===== src/rtl/mem_port_arbiter.sv =====
// Round-robin arbiter/sequencer sharing one single-port memory between fetch (I) and load/store (D).
// Optional grant statistics counters are enabled by defining MEM_ARB_STATS_EN.
module mem_port_arbiter #(
    parameter int AW    = 10,
    parameter int DW    = 32,
    parameter int CNT_W = 16
) (
    input  logic          clk,
    input  logic          rst_n,
    input  logic          i_req,
    input  logic [AW-1:0] i_addr,
    output logic          i_ack,
    output logic [DW-1:0] i_rdata,
    input  logic          d_req,
    input  logic          d_we,
    input  logic [AW-1:0] d_addr,
    input  logic [DW-1:0] d_wdata,
    output logic          d_ack,
    output logic [DW-1:0] d_rdata,
    output logic          mem_we,
    output logic [AW-1:0] mem_addr,
    output logic [DW-1:0] mem_wdata,
    input  logic [DW-1:0] mem_rdata,
    output logic          busy
`ifdef MEM_ARB_STATS_EN
    ,
    output logic [CNT_W-1:0] i_grant_cnt,
    output logic [CNT_W-1:0] d_grant_cnt
`endif
);

    typedef enum logic [1:0] {IDLE, ACCESS, ACK} state_t;
    typedef enum logic [1:0] {OWN_NONE, OWN_I, OWN_D} owner_t;

    state_t state, state_next;
    owner_t owner, last_owner, grant;
    logic   lat_we;

    // Arbitration: on a tie the port that did not win last time gets the grant.
    always_comb begin
        state_next = state;
        grant      = OWN_NONE;
        case (state)
            IDLE: begin
                if (i_req && d_req) begin
                    grant = (last_owner == OWN_I) ? OWN_D : OWN_I;
                end else if (i_req) begin
                    grant = OWN_I;
                end else if (d_req) begin
                    grant = OWN_D;
                end
                if (grant != OWN_NONE) begin
                    state_next = ACCESS;
                end
            end
            ACCESS:  state_next = ACK;
            ACK:     state_next = IDLE;
            default: state_next = IDLE;
        endcase
    end

    always_ff @(posedge clk or negedge rst_n) begin
        if (!rst_n) begin
            state      <= IDLE;
            owner      <= OWN_NONE;
            last_owner <= OWN_D;
            lat_we     <= 1'b0;
            mem_addr   <= '0;
            mem_wdata  <= '0;
            i_rdata    <= '0;
            d_rdata    <= '0;
        end else begin
            state <= state_next;
            if (grant == OWN_I) begin
                owner    <= OWN_I;
                mem_addr <= i_addr;
                lat_we   <= 1'b0;
            end else if (grant == OWN_D) begin
                owner     <= OWN_D;
                mem_addr  <= d_addr;
                mem_wdata <= d_wdata;
                lat_we    <= d_we;
            end
            // Same edge as the memory write, so a store captures the old contents.
            if (state == ACCESS) begin
                if (owner == OWN_I) begin
                    i_rdata <= mem_rdata;
                end else if (owner == OWN_D) begin
                    d_rdata <= mem_rdata;
                end
                last_owner <= owner;
            end
        end
    end

    // Decoded from state so an asynchronous reset kills a pending write at once.
    assign mem_we = (state == ACCESS) && lat_we;
    assign i_ack  = (state == ACK) && (owner == OWN_I);
    assign d_ack  = (state == ACK) && (owner == OWN_D);
    assign busy   = (state != IDLE);

`ifdef MEM_ARB_STATS_EN
    // Grant counters stick at all-ones instead of wrapping.
    always_ff @(posedge clk or negedge rst_n) begin
        if (!rst_n) begin
            i_grant_cnt <= '0;
            d_grant_cnt <= '0;
        end else begin
            if (i_ack && (i_grant_cnt != {CNT_W{1'b1}})) begin
                i_grant_cnt <= i_grant_cnt + 1'b1;
            end
            if (d_ack && (d_grant_cnt != {CNT_W{1'b1}})) begin
                d_grant_cnt <= d_grant_cnt + 1'b1;
            end
        end
    end
`else
    logic [CNT_W-1:0] stats_unused;
    assign stats_unused = '0;
`endif

endmodule


===== config.mk =====
export PLATFORM = sky130hd
export DESIGN_NAME = mem_port_arbiter
export DESIGN_NICKNAME = d
export VERILOG_FILES = /design/src/rtl/mem_port_arbiter.sv
export SDC_FILE = /design/constraint.sdc
export NUM_CORES = 1
export LEC_CHECK = 0
export CORE_MARGIN = 1.5
export CORE_UTILIZATION = 32
export CTS_BUF_LIST = sky130_fd_sc_hd__clkbuf_4 sky130_fd_sc_hd__clkbuf_8 sky130_fd_sc_hd__clkbuf_16
export CTS_CLUSTER_SIZE = 14
export DETAILED_ROUTE_END_ITERATION = 12
export DONT_BUFFER_PORTS = 1
export GPL_ROUTABILITY_DRIVEN = 0
export MAX_ROUTING_LAYER = met4
export SYNTH_ARGS = -nofsm -noshare
export SYNTH_HDL_FRONTEND = slang
export SYNTH_SLANG_ARGS = --single-unit

===== constraint.sdc =====
create_clock -name clk -period 5.6 [get_ports clk]
set_input_delay 0.84 -clock clk [delete_from_list [all_inputs] [get_ports clk]]
set_output_delay 0.84 -clock clk [all_outputs]
set_load 0.01 [all_outputs]

==> metrics list, run 1 <==
- The die is around 120 um tall.
- Mapped Avg Cell Area: roughly 16 sq um
* Die area: about 15000 sq um
- Most common cell after layout, fill and taps aside: dfrtp_1
- Worst r2r src: state[1]
- Antenna violations before repair: 0
- Setup repair after global routing left no endpoint under its margin.
- For this run, design rule violations remaining after detail routing come to 0.
- Count of state elements after synthesis: 113
* Final cell area excluding filler cells: ~5300 sq um
- Once detail routing completed, the nets flagged for antenna violations numbered 0.
- Setup slack of the critical path after layout: 3.107 ns
- For the worst setup path, the data arrival time is approximately 1.7 ns.
* Fill count: 1307
* Cell-by-cell trace of the critical path: nor4b_1
- Type of the setup path with the least slack: reg2out
* Post-cts resize count: 0
- Final Routed Wirelength: 8828 um
- Initial Util: 32.92%
- Synthesis produced a netlist with a net count of approximately 370.
* Final setup violation count: 0
- Entering global routing, the biggest net connects between 100 and 150 pins.
* Synthesized netlist cell count: about 280
* Number of clock sinks: roughly 110
- Measured in cells, the most critical reg-to-reg path has a length of 4.
* Buffer depth of the longest clock path: 2
- CTS H-tree lvls: 4
- The count of pins over their slew limit was 0.
- Excluding fillers, the count of instances in the completed layout stands at approximately 480.
* Total Negative Setup Slacks: 0 ns
* TritonCTS clock tree: built
* Fraction of the yosys area taken by sequential cells: 61.67%
- At the pin with the least slew margin, the transition time is approximately 1 ns.
- The first global-routing pass estimated between 10000 and 15000 um of wire.
- For this run the aggregate overflow at the end of global routing stands at 0.
- For this run, the number of Yosys warnings is 0.
- The cell sitting at the root of the clock tree is a clkbuf_16.
- The tightest min-delay check is of the in2async type.
- Number of enable-type register cells in the synthesized netlist: 0
- Result of the run: completed
- The via count of the first global-routing pass was ~2500.
- Global router's overall resource usage: between 10% and 20%
- Total number of nets in the final design: 380
- Async SR Flop Fraction: 100.0%
- Summed over all cells, the static leakage comes to 2.383 nW.
- Antenna diodes: 0
* Cell count after placement: about 450
- The synthesized netlist contains 29 unique library cells.
* Required time reported for the critical path endpoint: roughly 4.8 ns
- The setup check on the worst reg-to-reg path leaves a slack of between 3 and 4 ns.
- Slowest-stage cell, CP: nor4b_1
- Number of ports placed on the die boundary: between 150 and 200
- Area of the multi-input gates: between 1500 and 2000 sq um
* Post-CTS Hold Buffers: 0
- Initial DRT Pass Iterations: 4
- Share of post-route cells with drive strength above 1: between 40% and 50%
* Pwr Density: 689.8 nW/um^2
- STA classifies the critical path startpoint as a flop.
* Routed via count divided by cell count: approximately 4.8
- Period Utilization, post-route: between 40% and 50%
* Crit path buffers/inverters: 0
- Commonest non-fill, non-tap cells in the layout: 112 x dfrtp_1, 62 x mux2_2, 33 x mux2_4
- Clock skew on the completed layout was measured at a little under 0.008 ns.
* Core outline area: between 10000 and 15000 sq um
* Post-CTS Setup Repair Bufs: 0
- STA classifies the critical path endpoint as an output port.
- Setup WS pre-CTS: between 3 and 4 ns
* Most common flop cell mapped by yosys: dfrtp_1
- The wire-length estimate of the detail-placed layout is between 5000 and 6000 um.
- Port buffering added 0 buffers.
- Compared with the post-synthesis result, the final layout area differs by 16.01%.
- Highest attainable clock frequency: ~400 MHz
- Final hold slack: ~0.14 ns
* Worst-skew pair later-pin latency: 0.40 ns
- On the critical path the largest part of the delay comes from simple AND/OR/NAND/NOR gates.
* Routed wire length per instance: ~18 um
- The final hold violation count is 0.
- Synth Cell Area: ~4600 sq um
- CP peak stage delay: 0.80 ns
* Detailed Route Iter0 Violations: 64
- Worst relative slew slack: approximately a third
* Final critical path time including I/O delays and setup: between 2 and 2.5 ns
- Counting the buffers created by CTS gives 17.
* Highest net fanout along the worst path: 6
- Endpoint of the most critical register-to-register path: owner[0]
- Vias after detailed routing: about 2300
* Site Rows: 43
* Reg area: ~2800 sq um
- Placement Cell Area: roughly 4700 sq um
- Die boundary width: roughly 120 um
- Maximum vdd ir drop: 0.0002196 V
- After clock tree synthesis, the clock-pin slew on the worst setup and hold paths is about 0.050 ns.
* Max-capacitance violation count: 0
[final cells by class]
type,count,area share (%)
well taps,180,4.232
multi-input cells,150,30.33
clock inverters,12,2.939
clock buffers,20,8.770
inverters,4,0.2822
flip-flops and latches,113,53.16
repair buffers,2,0.2822
[sequential cells by signal, summed over array words and instances, names as in the netlist]
signal      count
lat_we          1
owner           2
last_owner      2
state           2
mem_addr       10
i_rdata        32
d_rdata        32
mem_wdata      32
[power by group]
| group | switching, mW | internal [mW] | leakage, nW |
|---|---|---|---|
| registers | 0.485 | 1.23 | 1.38 |
| clock network | 0.372 | 0.735 | 0.295 |
| logic | 0.305 | 0.539 | 0.706 |
| total | 1.16 | 2.51 | 2.38 |
[through the flow]
stage	power [mW]	utilization, %
after floorplan	2.424	-
final	3.671	38.19
after global placement	2.549	33.72
after global routing	3.884	38.19
after CTS	3.728	38.19
after detailed placement	2.595	33.72
[worst register-to-register path, cell delays in order (launching register included)]
cell	delay, ns
dfrtp_1	0.44
nor2_1	0.33
nand3_1	0.14
ha_1	0.71
mux2_2	0.40
[synthesized netlist by cell type, types with 2 or more instances]
library cell / count / area share [%]
mux2_1: 4 / 0.98
mux2_4: 33 / 11
buf_2: 4 / 0.44
dfrtp_1: 112 / 61
inv_1: 4 / 0.33
buf_6: 4 / 0.98
nand2_1: 11 / 0.90
buf_12: 3 / 1.3
mux2i_1: 11 / 2.4
mux2_2: 62 / 15
o21ai_0: 11 / 1.2
ha_1: 3 / 0.82
nand2b_1: 2 / 0.27
clkbuf_1: 3 / 0.25
[logic make-up after synthesis]
| family | after synthesis | share of synthesized area [%] |
|---|---|---|
| flip-flops | 113 | 61.67 |
| multiplexers | 110 | 29.41 |
| AND/OR/NAND/NOR | 23 | 2.891 |
| buffers and inverters | 19 | 3.464 |
| AO/OA/AOI/OAI | 14 | 1.746 |
| adder cells (fa/ha/maj) | 3 | 0.8184 |
[routing by layer]
| metal | vias to the layer above | global-route usage [%] | wire (um) |
|---|---|---|---|
| met5 | - | - | 0 |
| met4 | 0 | 5.233 | 112 |
| met3 | 8 | 5.623 | 903 |
| met2 | 118 | 18.99 | 4351 |
| met1 | 1188 | 13.25 | 3461 |
| li1 | 1003 | - | - |
[how the worst max path moves through the flow]
stage / startpoint / endpoint / slack (ns) / cells past startpoint
floorplan: i_req / mem_wdata[10] / 3.59 / 6
global placement: i_req / owner[0] / 3.31 / 4
detailed placement: i_req / owner[0] / 3.30 / 4
CTS: owner[0] / d_ack / 3.02 / 1
global route: owner[0] / d_ack / 3.00 / 1
finish: owner[0] / d_ack / 3.11 / 1
(Power assumes the default switching activity.)
==> inputs of run 2 (changes only) <==
Clock period 5.6 ns to 2.25 ns, I/O delays scaled along.
==> run 2 against run 1 <==
Net effect:
- the flow now finishes with violations (hold timing)
- global-route usage is 0.21 points higher
- clock skew is 0.00092 ns lower
- sequential power is 150% higher
- worst hold slack worse by 0.50 ns
- final cell count is 1.0% higher
- critical path depth is 4 higher
- critical path type is now reg2reg
==> metrics list, run 2 (synthesis gave the netlist of run 1 again) <==
* Worst relative slew slack: 76.61% (+43 points)
* Global router's overall resource usage: 12.35% (+0.21 points)
* Number of routed nets with antenna violations: 0 (unchanged)
- Cell chosen for the clock root: clkbuf_16
- Share of post-route cells with drive strength above 1: 45.10% (+0.91 points)
- The largest net degree at the start of global routing was 114 (unchanged).
- The number of nets in the finished design was 385 (+1.3%).
* Worst-margin pin slew: 0.3495 ns (-0.6488 ns)
- The highest cell delay on the worst timing path was 0.43 ns (-0.37 ns).
* Worst clock skew on the final layout: 0.006800 ns (-0.0009182 ns)
- Port bufs: 0 (unchanged)
* Max-capacitance violation count: 0 (unchanged)
- Setup slack of the critical path after layout: 0.3184 ns (-2.788 ns)
- Type of the setup path with the least slack: reg2reg
* Pwr Density: 1710 nW/um^2 (+150%)
- The x dimension of the die is 122.7 um (unchanged).
- The total chip power was 9.203 mW (+150%).
- The static power due to leakage was 2.422 nW (+1.6%).
- Total Negative Setup Slacks: 0 ns (unchanged)
- Commonest non-fill, non-tap cells in the layout: 112 x dfrtp_1, 62 x mux2_2, 33 x mux2_4
- Number of ports placed on the die boundary: 199 (unchanged)
* Worst Hold Class: in2async
* Remaining routing DRC violations: 0 (unchanged)
* Result of the run: complete, but fails checks
* R2R Setup Slk: 0.32 ns (-3.14 ns)
* Final HPWL from detailed placement: 6201 um (+4.4%)
- The worst register-to-register path ends at mem_wdata[16].
- The critical path data arrival time was 2.21 ns (+0.56 ns).
- The iteration count of the initial detailed-routing pass came to 4 (unchanged).
- Antenna diodes: 0 (unchanged)
- Height of the die: 122.7 um (unchanged)
- Post-cts resize count: 0 (unchanged)
- The post-detailed-route wirelength per cell was 18.58 um (+1.2%).
- Fill count: 1293 (-1.1%)
- Number of clock buffers inserted by TritonCTS: 17 (unchanged)
* Worst-skew pair later-pin latency: 0.41 ns (about the same)
* CTS H-tree lvls: 4 (unchanged)
- The count of buffers added by post-CTS timing repair for setup was 0 (unchanged).
* Critical Path End Type: flop
- The number of vias per cell is 4.792 (-0.52%).
* Unrepaired setup endpoints after global routing: false
- Area growth, synth to finish: 17.32%
* Final hold violation count: 113 (+113)
- Global-route congestion overflow total: 0 (unchanged)
- The number of placed instances, taps included was 454 (+1.1%).
- Final critical path time including I/O delays and setup: 1.932 ns
* Number of clock sinks: 113 (unchanged)
- The routed wire length was 9028 um (+2.3%).
* Buffer depth of the longest clock path: 2 (unchanged)
- For this run, the top clock speed supported by timing is around 520 MHz.
- The via count of the first global-routing pass is 2486 (+0.69%).
- The core region area came to 13930 sq um (unchanged).
* Cell-by-cell trace of the critical path: nor2_1 -> o211a_1 -> ha_1 -> buf_4 -> mux2_2
- The count of pins over their slew limit came to 0 (unchanged).
* Setup WS pre-CTS: 0.3210 ns (-2.975 ns)
- Final setup violation count: 0 (unchanged)
- Area of the multi-input gates: 1614 sq um (unchanged)
- The filler-free cell count of the finished design is 486 (+1.0%).
- The worst-path maximum fanout came to 22 (+16).
* Vias after detailed routing: 2329 (+0.52%)
- The highest ir drop seen on vdd is 0.0005811 V (+160%).
* Wire length of the first global-routing pass: 13340 um (+0.73%)
- The clock slew at the register clock pins of the worst setup and hold paths is 0.05 ns (about the same).
- TritonCTS built the clock tree.
- Site Rows: 43 (unchanged)
* Period Utilization, post-route: a little under nine tenths
- The starting density of the core was 32.92% (unchanged).
- The area of all sequential standard cells is 2829 sq um (unchanged).
* Detailed Route Iter0 Violations: 77 (+20%)
* Die area: 15060 sq um (unchanged)
* Antenna violations before repair: 0 (unchanged)
- Slowest-stage cell, CP: dfrtp_1
- Worst r2r src: state[1]
- The number of cells on the worst reg-to-reg path came to 5 (+1).
- Violated checks: hold timing
- The library cell used most frequently in the layout, excluding fill and tap cells, is dfrtp_1.
* Required time reported for the critical path endpoint: 2.53 ns (-2.23 ns)
- Final hold slack: -0.3658 ns (-0.5038 ns)
- Registers with the most flip-flops: d_rdata x32, i_rdata x32, mem_wdata x32
* Kind of start point of the critical path: flop
==> run 2: layout make-up <==
type / count / area share [%]
clock inverters: 10 / 2.465
inverters: 4 / 0.2790
flip-flops and latches: 113 / 52.57
repair buffers: 7 / 1.442
well taps: 180 / 4.185
clock buffers: 22 / 9.068
multi-input cells: 150 / 29.99
==> run 2: power by group <==
| group | switching [mW] | internal (mW) | total (mW) |
|---|---|---|---|
| Clock | 0.874 | 1.86 | 2.73 |
| Sequential | 1.22 | 3.07 | 4.29 |
| Combinational | 0.787 | 1.39 | 2.18 |
| Total | 2.88 | 6.33 | 9.20 |
==> run 2: stage by stage <==
stage          utilization [%]  area, sq um
4_1_cts                  38.62         5381
2_1_floorplan                -         4587
5_1_grt                  38.62         5381
3_5_place_dp             34.17         4761
6_report                 38.62         5381
3_3_place_gp             34.17         4761
==> run 2: worst max path at each step <==
stage	endpoint	cells past startpoint	start	slack [ns]
6_report	mem_wdata[16]	5	state[1]	0.32
5_1_grt	mem_wdata[16]	5	state[1]	0.20
4_1_cts	mem_wdata[16]	5	state[1]	0.30
3_5_place_dp	mem_wdata[16]	5	state[1]	0.32
3_3_place_gp	mem_wdata[15]	5	state[1]	0.43
2_1_floorplan	mem_wdata[10]	6	state[1]	0.46
==> run 2: worst max-delay path: cells and delay by family, from the launching register on <==
family          cells  cell delay [ns]
mux                 1             0.38
flops               1             0.43
fa+ha+maj           1             0.17
buf+inv             1             0.29
simple gates        1             0.32
compound gates      1             0.21
==> run 2: metal layers <==
| metal | wire [um] | up-vias | share of wire, % | track usage [%] |
|---|---|---|---|---|
| met2 | 4568 | 120 | 51 | 19.72 |
| met1 | 3350 | 1181 | 37 | 12.79 |
| li1 | - | 1016 | - | - |
| met3 | 952 | 12 | 11 | 6.273 |
| met5 | 0 | - | 0 | - |
| met4 | 157 | 0 | 1.7 | 5.305 |
==> inputs of run 3 (changes only) <==
Settings changed: CAP_MARGIN from default to 20.
==> results of run 3 <==
Same layout as run 2: the final DEF is identical, and so are final timing and power.
